**src/rtl/reg_bus_arbiter.sv**
```systemverilog
// Round-robin arbiter/sequencer sharing one register-file port between NUM_REQ masters.
// One transaction at a time: IDLE -> ISSUE -> [WAIT x RD_LATENCY] -> RESP -> IDLE.
module reg_bus_arbiter #(
    parameter int unsigned NUM_REQ    = 2,
    parameter int unsigned ADDR_W     = 8,
    parameter int unsigned DATA_W     = 8,
    parameter int unsigned RD_LATENCY = 1
) (
    input  logic                       clock,
    input  logic                       reset,
    input  logic [NUM_REQ-1:0]         req_valid,
    input  logic [NUM_REQ-1:0]         req_write,
    input  logic [NUM_REQ*ADDR_W-1:0]  req_addr,
    input  logic [NUM_REQ*DATA_W-1:0]  req_wdata,
    output logic [NUM_REQ-1:0]         req_ack,
    output logic [DATA_W-1:0]          req_rdata,
    output logic [$clog2(NUM_REQ)-1:0] grant_id,
    output logic                       busy,
    output logic [ADDR_W-1:0]          int_address,
    output logic [DATA_W-1:0]          int_wr_data,
    output logic                       int_write,
    output logic                       int_read,
    input  logic [DATA_W-1:0]          int_rd_data
);

    localparam int unsigned IdW  = $clog2(NUM_REQ);
    localparam int unsigned CntW = (RD_LATENCY > 1) ? $clog2(RD_LATENCY) : 1;

    typedef enum logic [1:0] {StIdle, StIssue, StWait, StResp} state_e;

    state_e              state_q, state_d;
    logic [IdW-1:0]      last_q, last_d;
    logic [IdW-1:0]      grant_q, grant_d;
    logic                is_write_q, is_write_d;
    logic [ADDR_W-1:0]   addr_q, addr_d;
    logic [DATA_W-1:0]   wdata_q, wdata_d;
    logic                int_write_q, int_write_d;
    logic                int_read_q, int_read_d;
    logic [NUM_REQ-1:0]  ack_q, ack_d;
    logic [DATA_W-1:0]   rdata_q, rdata_d;
    logic [CntW-1:0]     cnt_q, cnt_d;
    logic                busy_q, busy_d;

    logic                any_req;
    logic [IdW-1:0]      winner;
    logic [IdW-1:0]      cand;

    // Scan last+1, last+2, ... so the most recently served master has lowest priority.
    always_comb begin
        any_req = 1'b0;
        winner  = last_q;
        cand    = '0;
        for (int unsigned k = 1; k <= NUM_REQ; k++) begin
            cand = IdW'((32'(last_q) + k) % NUM_REQ);
            if (!any_req && req_valid[cand]) begin
                any_req = 1'b1;
                winner  = cand;
            end
        end
    end

    always_comb begin
        state_d     = state_q;
        last_d      = last_q;
        grant_d     = grant_q;
        is_write_d  = is_write_q;
        addr_d      = addr_q;
        wdata_d     = wdata_q;
        rdata_d     = rdata_q;
        cnt_d       = cnt_q;
        int_write_d = 1'b0;
        int_read_d  = 1'b0;
        ack_d       = '0;

        unique case (state_q)
            StIdle: begin
                if (any_req) begin
                    state_d     = StIssue;
                    last_d      = winner;
                    grant_d     = winner;
                    is_write_d  = req_write[winner];
                    addr_d      = req_addr[winner*ADDR_W +: ADDR_W];
                    wdata_d     = req_wdata[winner*DATA_W +: DATA_W];
                    // Strobes are registered, so they are raised on entry to ISSUE.
                    int_write_d = req_write[winner];
                    int_read_d  = !req_write[winner];
                end
            end
            StIssue: begin
                if (is_write_q) begin
                    state_d        = StResp;
                    ack_d[grant_q] = 1'b1;
                end else begin
                    state_d = StWait;
                    cnt_d   = CntW'(RD_LATENCY - 1);
                end
            end
            StWait: begin
                if (cnt_q == '0) begin
                    state_d        = StResp;
                    rdata_d        = int_rd_data;
                    ack_d[grant_q] = 1'b1;
                end else begin
                    cnt_d = cnt_q - 1'b1;
                end
            end
            StResp: begin
                state_d = StIdle;
            end
            default: begin
                state_d = StIdle;
            end
        endcase

        busy_d = (state_d != StIdle);
    end

    always_ff @(posedge clock) begin
        if (reset) begin
            state_q     <= StIdle;
            last_q      <= IdW'(NUM_REQ - 1);
            grant_q     <= '0;
            is_write_q  <= 1'b0;
            addr_q      <= '0;
            wdata_q     <= '0;
            int_write_q <= 1'b0;
            int_read_q  <= 1'b0;
            ack_q       <= '0;
            rdata_q     <= '0;
            cnt_q       <= '0;
            busy_q      <= 1'b0;
        end else begin
            state_q     <= state_d;
            last_q      <= last_d;
            grant_q     <= grant_d;
            is_write_q  <= is_write_d;
            addr_q      <= addr_d;
            wdata_q     <= wdata_d;
            int_write_q <= int_write_d;
            int_read_q  <= int_read_d;
            ack_q       <= ack_d;
            rdata_q     <= rdata_d;
            cnt_q       <= cnt_d;
            busy_q      <= busy_d;
        end
    end

    assign req_ack     = ack_q;
    assign req_rdata   = rdata_q;
    assign grant_id    = grant_q;
    assign busy        = busy_q;
    assign int_address = addr_q;
    assign int_wr_data = wdata_q;
    assign int_write   = int_write_q;
    assign int_read    = int_read_q;

endmodule

```
**config.mk**
```make
export PLATFORM = sky130hd
export DESIGN_NAME = reg_bus_arbiter
export DESIGN_NICKNAME = d
export VERILOG_FILES = /design/src/rtl/reg_bus_arbiter.sv
export SDC_FILE = /design/constraint.sdc
export NUM_CORES = 1
export LEC_CHECK = 0
export ABC_AREA = 0
export CAP_MARGIN = 15
export CELL_PAD_IN_SITES_DETAIL_PLACEMENT = 0
export CELL_PAD_IN_SITES_GLOBAL_PLACEMENT = 2
export CORE_MARGIN = 2
export CORE_UTILIZATION = 21
export CTS_CLUSTER_DIAMETER = 120
export DETAILED_ROUTE_END_ITERATION = 10
export HOLD_SLACK_MARGIN = 0.05
export PLACE_DENSITY = 0.81
export RECOVER_POWER = 100
export SLEW_MARGIN = 25
export SYNTH_ARGS = -nofsm -noshare
export SYNTH_HDL_FRONTEND = slang
export SYNTH_SLANG_ARGS = --single-unit
```
**constraint.sdc**
```tcl
create_clock -name clock -period 1.61 [get_ports clock]
set_input_delay 0.2415 -clock clock [delete_from_list [all_inputs] [get_ports clock]]
set_output_delay 0.2415 -clock clock [all_outputs]
set_load 0.01 [all_outputs]
```
# After elaboration in Yosys (flattened, before gate mapping)
# Cells that the tools add are included.
[word_totals] register_bits=35 output_inout_bits=30 elab_cells=62
[op_classes] bitwise_logic=3 n_eq_ne=4 n_shift=2 magnitude_cmp=5 mux=22 reduce_logical=11 add_sub_neg=3
[ops] cell="variable part select 16 x 5 -> 8 bit" n=2
[ops] cell="2-to-1 mux 1 bit" n=14
[ops] cell="< comparator 1 x 2 -> 1 bit, second input constant" n=4
[ops] cell="2-to-1 mux 2 bit" n=4
[ops] cell="case mux 2 bit (4 select lines)" n=1
[ops] cell="AND reduction 2 bit" n=3
[ops] cell="== test 2 bit, second input constant" n=2
[ops] cell="case mux 2 bit (2 select lines)" n=1
[ops] cell="nonzero test 2 bit" n=2
[ops] cell="inverter 1 bit" n=3
[ops] cell="OR reduction 3 bit" n=1
[ops] cell="adder 1 bit, second input constant" n=2
[ops] cell="== test 2 x 1 -> 1 bit, second input constant" n=1
[ops] cell="logical AND 1 bit" n=2
[ops] cell="logical NOT 1 bit" n=2
[ops] cell="logical NOT 2 bit" n=1
[ops] cell="inequality test 2 bit, second input constant" n=1
[ops] cell="case mux 1 bit (2 select lines)" n=1
[ops] cell="demux 1 bit (select 1 bit)" n=1
[ops] cell=">= comparator 1 bit, second input constant" n=1
[ops] cell="subtractor 1 bit, second input constant" n=1

# Depth between registers and ports, before layout
# Gate-level depths: netlist (run 1).
[depth] word_depth=10 ltp_mapped=7 mapped_depth_nobuf=5

# Worst setup path before layout (run 1)
# No wires, ideal clock.
[synth_path] kind="reg-to-reg" from="register state_q[0]" to="register busy_q (netlist: busy)" t_arrival_ns=1.196 setup_time_ns=0.132 n_path_buf=1 synth_period_minus_slack_ns=1.328 required_ns=1.478 slack_ns=0.282 path_stages_with_launch=7 path_cell_list="dfxtp_1 -> inv_1 -> ha_1 -> buf_2 -> a21o_1 -> o21ai_0 -> a21oi_1"
[synth_via] elab_chain_cells=3 word_cells_on_any_way=8 cone_classes="eq/ne: 3; mux: 3; reduce/logical: 2"
[synth_rtl] element="start: declaration" line_no="31" rtl="state_e state_q, state_d;"
[synth_rtl] element="start signal: assignment" line_no="120" rtl="state_q <= StIdle;"
[synth_rtl] element="start signal: assignment" line_no="133" rtl="state_q <= state_d;"
[synth_rtl] element="== test 2 bit, or another cell as far along" line_no="75" rtl="unique case (state_q)"
[synth_rtl] element="case mux 2 bit (4 select lines) (*)" line_no="75"
[synth_rtl] element="nonzero test 2 bit (*)" line_no="115" rtl="busy_d = (state_d != StIdle);"
[synth_rtl] element="end signal: assignment" line_no="144" rtl="busy_q <= busy_d;"
[synth_rtl] element="end: declaration" line_no="42" rtl="logic busy_q, busy_d;"
# Every way passes the cells marked *; elsewhere a longest branch is shown, timed or not.
# A chain may end at the register's enable or synchronous reset.

# Worst setup path after layout (run 1)
[layout_path] from="register wdata_q[7] (netlist: int_wr_data[7])" to="output port int_wr_data[7]"
[layout_rtl] element="start: declaration" line_no="36" rtl="logic [DATA_W-1:0] wdata_q, wdata_d;"
[layout_rtl] element="start signal: assignment" line_no="138" rtl="wdata_q <= wdata_d;"
[layout_rtl] element="end: declaration" line_no="20" rtl="output logic [DATA_W-1:0] int_wr_data,"
# No word-level cell between the ends.

==> flow_summary_export.csv, run 1 <==
group,metric,value,unit
outcome,status,"finished clean",
worst_hold_path,hp-class,"reg -> reg",
setup_path,cp-end-kind,"output pin",
timing,hold_viol,0,
drt,vias_per_cell,4.43,
global_routing,grt_pass1_vias,1400,
setup_path,worst-setup-path-type,"reg -> out",
setup_path,path_max_fanout,2,
synth,synth_most_common_cell,"dfxtp_1",
synth,syn_inst,161,
clock_tree,clk-insertion-delay-late,0.29,ns
setup_path,crit_buf_inv,1,
timing,skew,0.00871,ns
finish,final_util,37.3,%
synth,synth_warnings,0,
clock_tree,clk_path_buf_depth,2,
floorplan,die_y,87.0,µm
synth,synth-edff-count,0,
clock_tree,hold_buffers,0,
synth,ys_ff_latch,34,
clock_tree,cts_root_buffer,"clkbuf_8",
clock_tree,post_cts_buffers,0,
clock_tree,clk_pin_slew_worst_paths,0.08,ns
drt,wire_per_inst,13.3,µm
synth,synthFlopType,"dfxtp_1",
drt,vias,1425,
floorplan,die_area,0.00757,mm²
global_routing,grt-ovfl-total,0,
synth,yosysSeqAreaShare,47.1,%
placement,place_hpwl,3110,µm
floorplan,core_area,0.00672,mm²
finish,syn_to_final_growth,73.3,%
floorplan,row_count,30,
clock_tree,cts_sinks,34,
setup_path,crit_slowest_cell,"dlygate4sd3_1",
drt,drc,0,
power_and_ir_drop,ir_worst_vdd,0.557,mV
finish,regArea,681,µm²
synth,yosys.area.top_type_share,47.1,%
global_routing,grt_util_all_layers,11.7,%
global_routing,grt_pass1_wl,6780,µm
timing,fin_crit_sh,92.5,%
floorplan,die_w,87.0,µm
clock_tree,cts_tree,"done",
timing,period_needed,1.49,ns
finish,instances_no_fill,322,
finish,fillers,674,
global_routing,grt_max_degree,39,
drt,antenna_left,0,
floorplan,start_util,21.5,%
power_and_ir_drop,powerDensity,1560,mW/mm²
setup_path,critPathTopFamily,"buffers and inverters",
setup_path,crit_required,1.37,ns
synth,synth_area,0.00145,mm²
power_and_ir_drop,p_leak,1.03,nW
finish,antenna_cells,0,
setup_path,slowest_delay,0.62,ns
synth,syn_nets,211,
finish,nNetsFinal,291,
timing,relSlewSlack,78.6,%
clock_tree,cts_max_level,2,
global_routing,antenna_found_initial,0,
synth,ys_top_cells_by_count,"34 x dfxtp_1, 29 x nor2_1, 17 x a311oi_1, 17 x nand3_1, 17 x o21ai_0",
drt,drtIter0Drc,31,
setup_path,startpoint_type,"flop",
floorplan,num_io_pins,76,
flow_run,maxCapViolCount,0,
clock_tree,ctsResizeCount,0,
timing,worst_slew_pin_slew,0.318,ns
clock_tree,numCtsBuffers,5,
timing,setup_viol,0,
synth,yosys-top-cells-area,"dfxtp_1 47%, a311oi_1 10%, nor2_1 7.5%",
placement,io_buffers,75,
synth,ys_types,25,
synth,avgSynthCellArea,8.98,µm²
synth,async_flop_share,0,%
timing,fmax,672,MHz
setup_path,crit_arrival,1.25,ns
drt,totalWireLength,4270,µm
timing,slew_viol_final,0,
placement,dp.cells,314,
setup_path,crit_chain,"dlygate4sd3_1",
placement,gp_congestion,0.689,
synth,yosys.area.top_type,"dfxtp_1",
timing,rsz0062_at_grt,"no",
finish,drive_above_1_share,8.26,%
drt,drt_first_pass_iters,4,
finish,multiInputGateArea,676,µm²
## final cells by class
class                   instances  share of cell area [%]
repair buffers                 87                    35.9
inverters                       3                   0.449
clock buffers                   5                    2.75
multi-input cells             110                    27.0
flip-flops and latches         34                    27.2
clock inverters                 3                    2.75
well taps                      80                    3.99
## cells by family after synthesis
family                     count (synthesis)  share of synthesized area, %
AOI/OAI and AO/OA                         40                          18.8
adders and majority gates                  4                          3.46
DFF                                       34                          47.1
buffers and inverters                     17                          6.23
muxes                                      8                          5.54
and+or+nand+nor                           58                          18.9
## worst register-to-register path: stages, from the launching register on
cell and delay, ns:
dfxtp_1 0.33, inv_1 0.10, ha_1 0.17, o21a_1 0.16
buf_12 0.20, nor2_1 0.07, a311oi_1 0.25
## placed cells by master, fill, tap and decap left out, types with 2 or more instances in the layout
master / instances
a21oi_1: 2
a311oi_1: 17
bufinv_16: 2
dlygate4sd3_1: 29
nor2_1: 29
and2b_1: 2
nand3_1: 17
clkbuf_8: 5
o21ai_0: 17
ha_1: 4
buf_4: 6
inv_1: 3
dfxtp_1: 34
mux2i_1: 8
and3_1: 2
buf_12: 5
clkdlybuf4s50_1: 46
nand2b_1: 3
## per-stage QoR
step | area, µm² | setup WS, ns | total power, mW | hold WS (ns) | setup TNS, ns
2_1_floorplan | 1450 | 0.282 | 2.21 | 0.332 | 0
3_3_place_gp | 2370 | 0.00367 | 3.08 | 0.465 | 0
3_5_place_dp | 2370 | -0.0115 | 3.11 | 0.473 | -0.0228
4_1_cts | 2510 | 0.102 | 4.09 | 0.492 | 0
5_1_grt | 2510 | 0.0516 | 4.20 | 0.512 | 0
6_report | 2510 | 0.121 | 3.91 | 0.474 | 0
## power breakdown
group	switching, mW	total [mW]	internal (mW)
logic	0.816	1.69	0.877
clock network	0.335	0.955	0.620
registers	0.138	1.26	1.12
## registers in the layout, indices dropped and copies added, names as in the netlist
signal       cells
int_address      8
int_wr_data      8
req_rdata        8
req_ack          2
state_q          2
busy             1
grant_id         1
int_read         1
int_write        1
is_write_q       1
last_q           1
## path summary, 6_finish.rpt
| kind | from | endpoint | slack, ns | cells past startpoint |
|---|---|---|---|---|
| min | grant_id$_SDFFE_PP0P_ | req_ack[0]$_SDFF_PP0_ | 0.47 | 1 |
| max reg2reg | state_q[0]$_SDFF_PP0_ | int_wr_data[3]$_SDFFE_PP0P_ | 0.23 | 6 |
| max | int_wr_data[7]$_SDFFE_PP0P_ | int_wr_data[7] | 0.12 | 1 |
| min reg2reg | grant_id$_SDFFE_PP0P_ | req_ack[0]$_SDFF_PP0_ | 0.47 | 1 |
## per-layer routing
| metal | share of wire (%) | global-route usage, % |
|---|---|---|
| met5 | 0 | 0 |
| met4 | 1.2 | 3.84 |
| met3 | 7.5 | 4.55 |
| met2 | 48 | 19.4 |
| met1 | 43 | 13.7 |
Power figures use the tool's default switching activity.
==> run 2: changes to the inputs <==
- SKIP_LAST_GASP: default -> 1
==> results of run 2 <==
The final DEF is identical to that of run 1; final timing and power are the same.
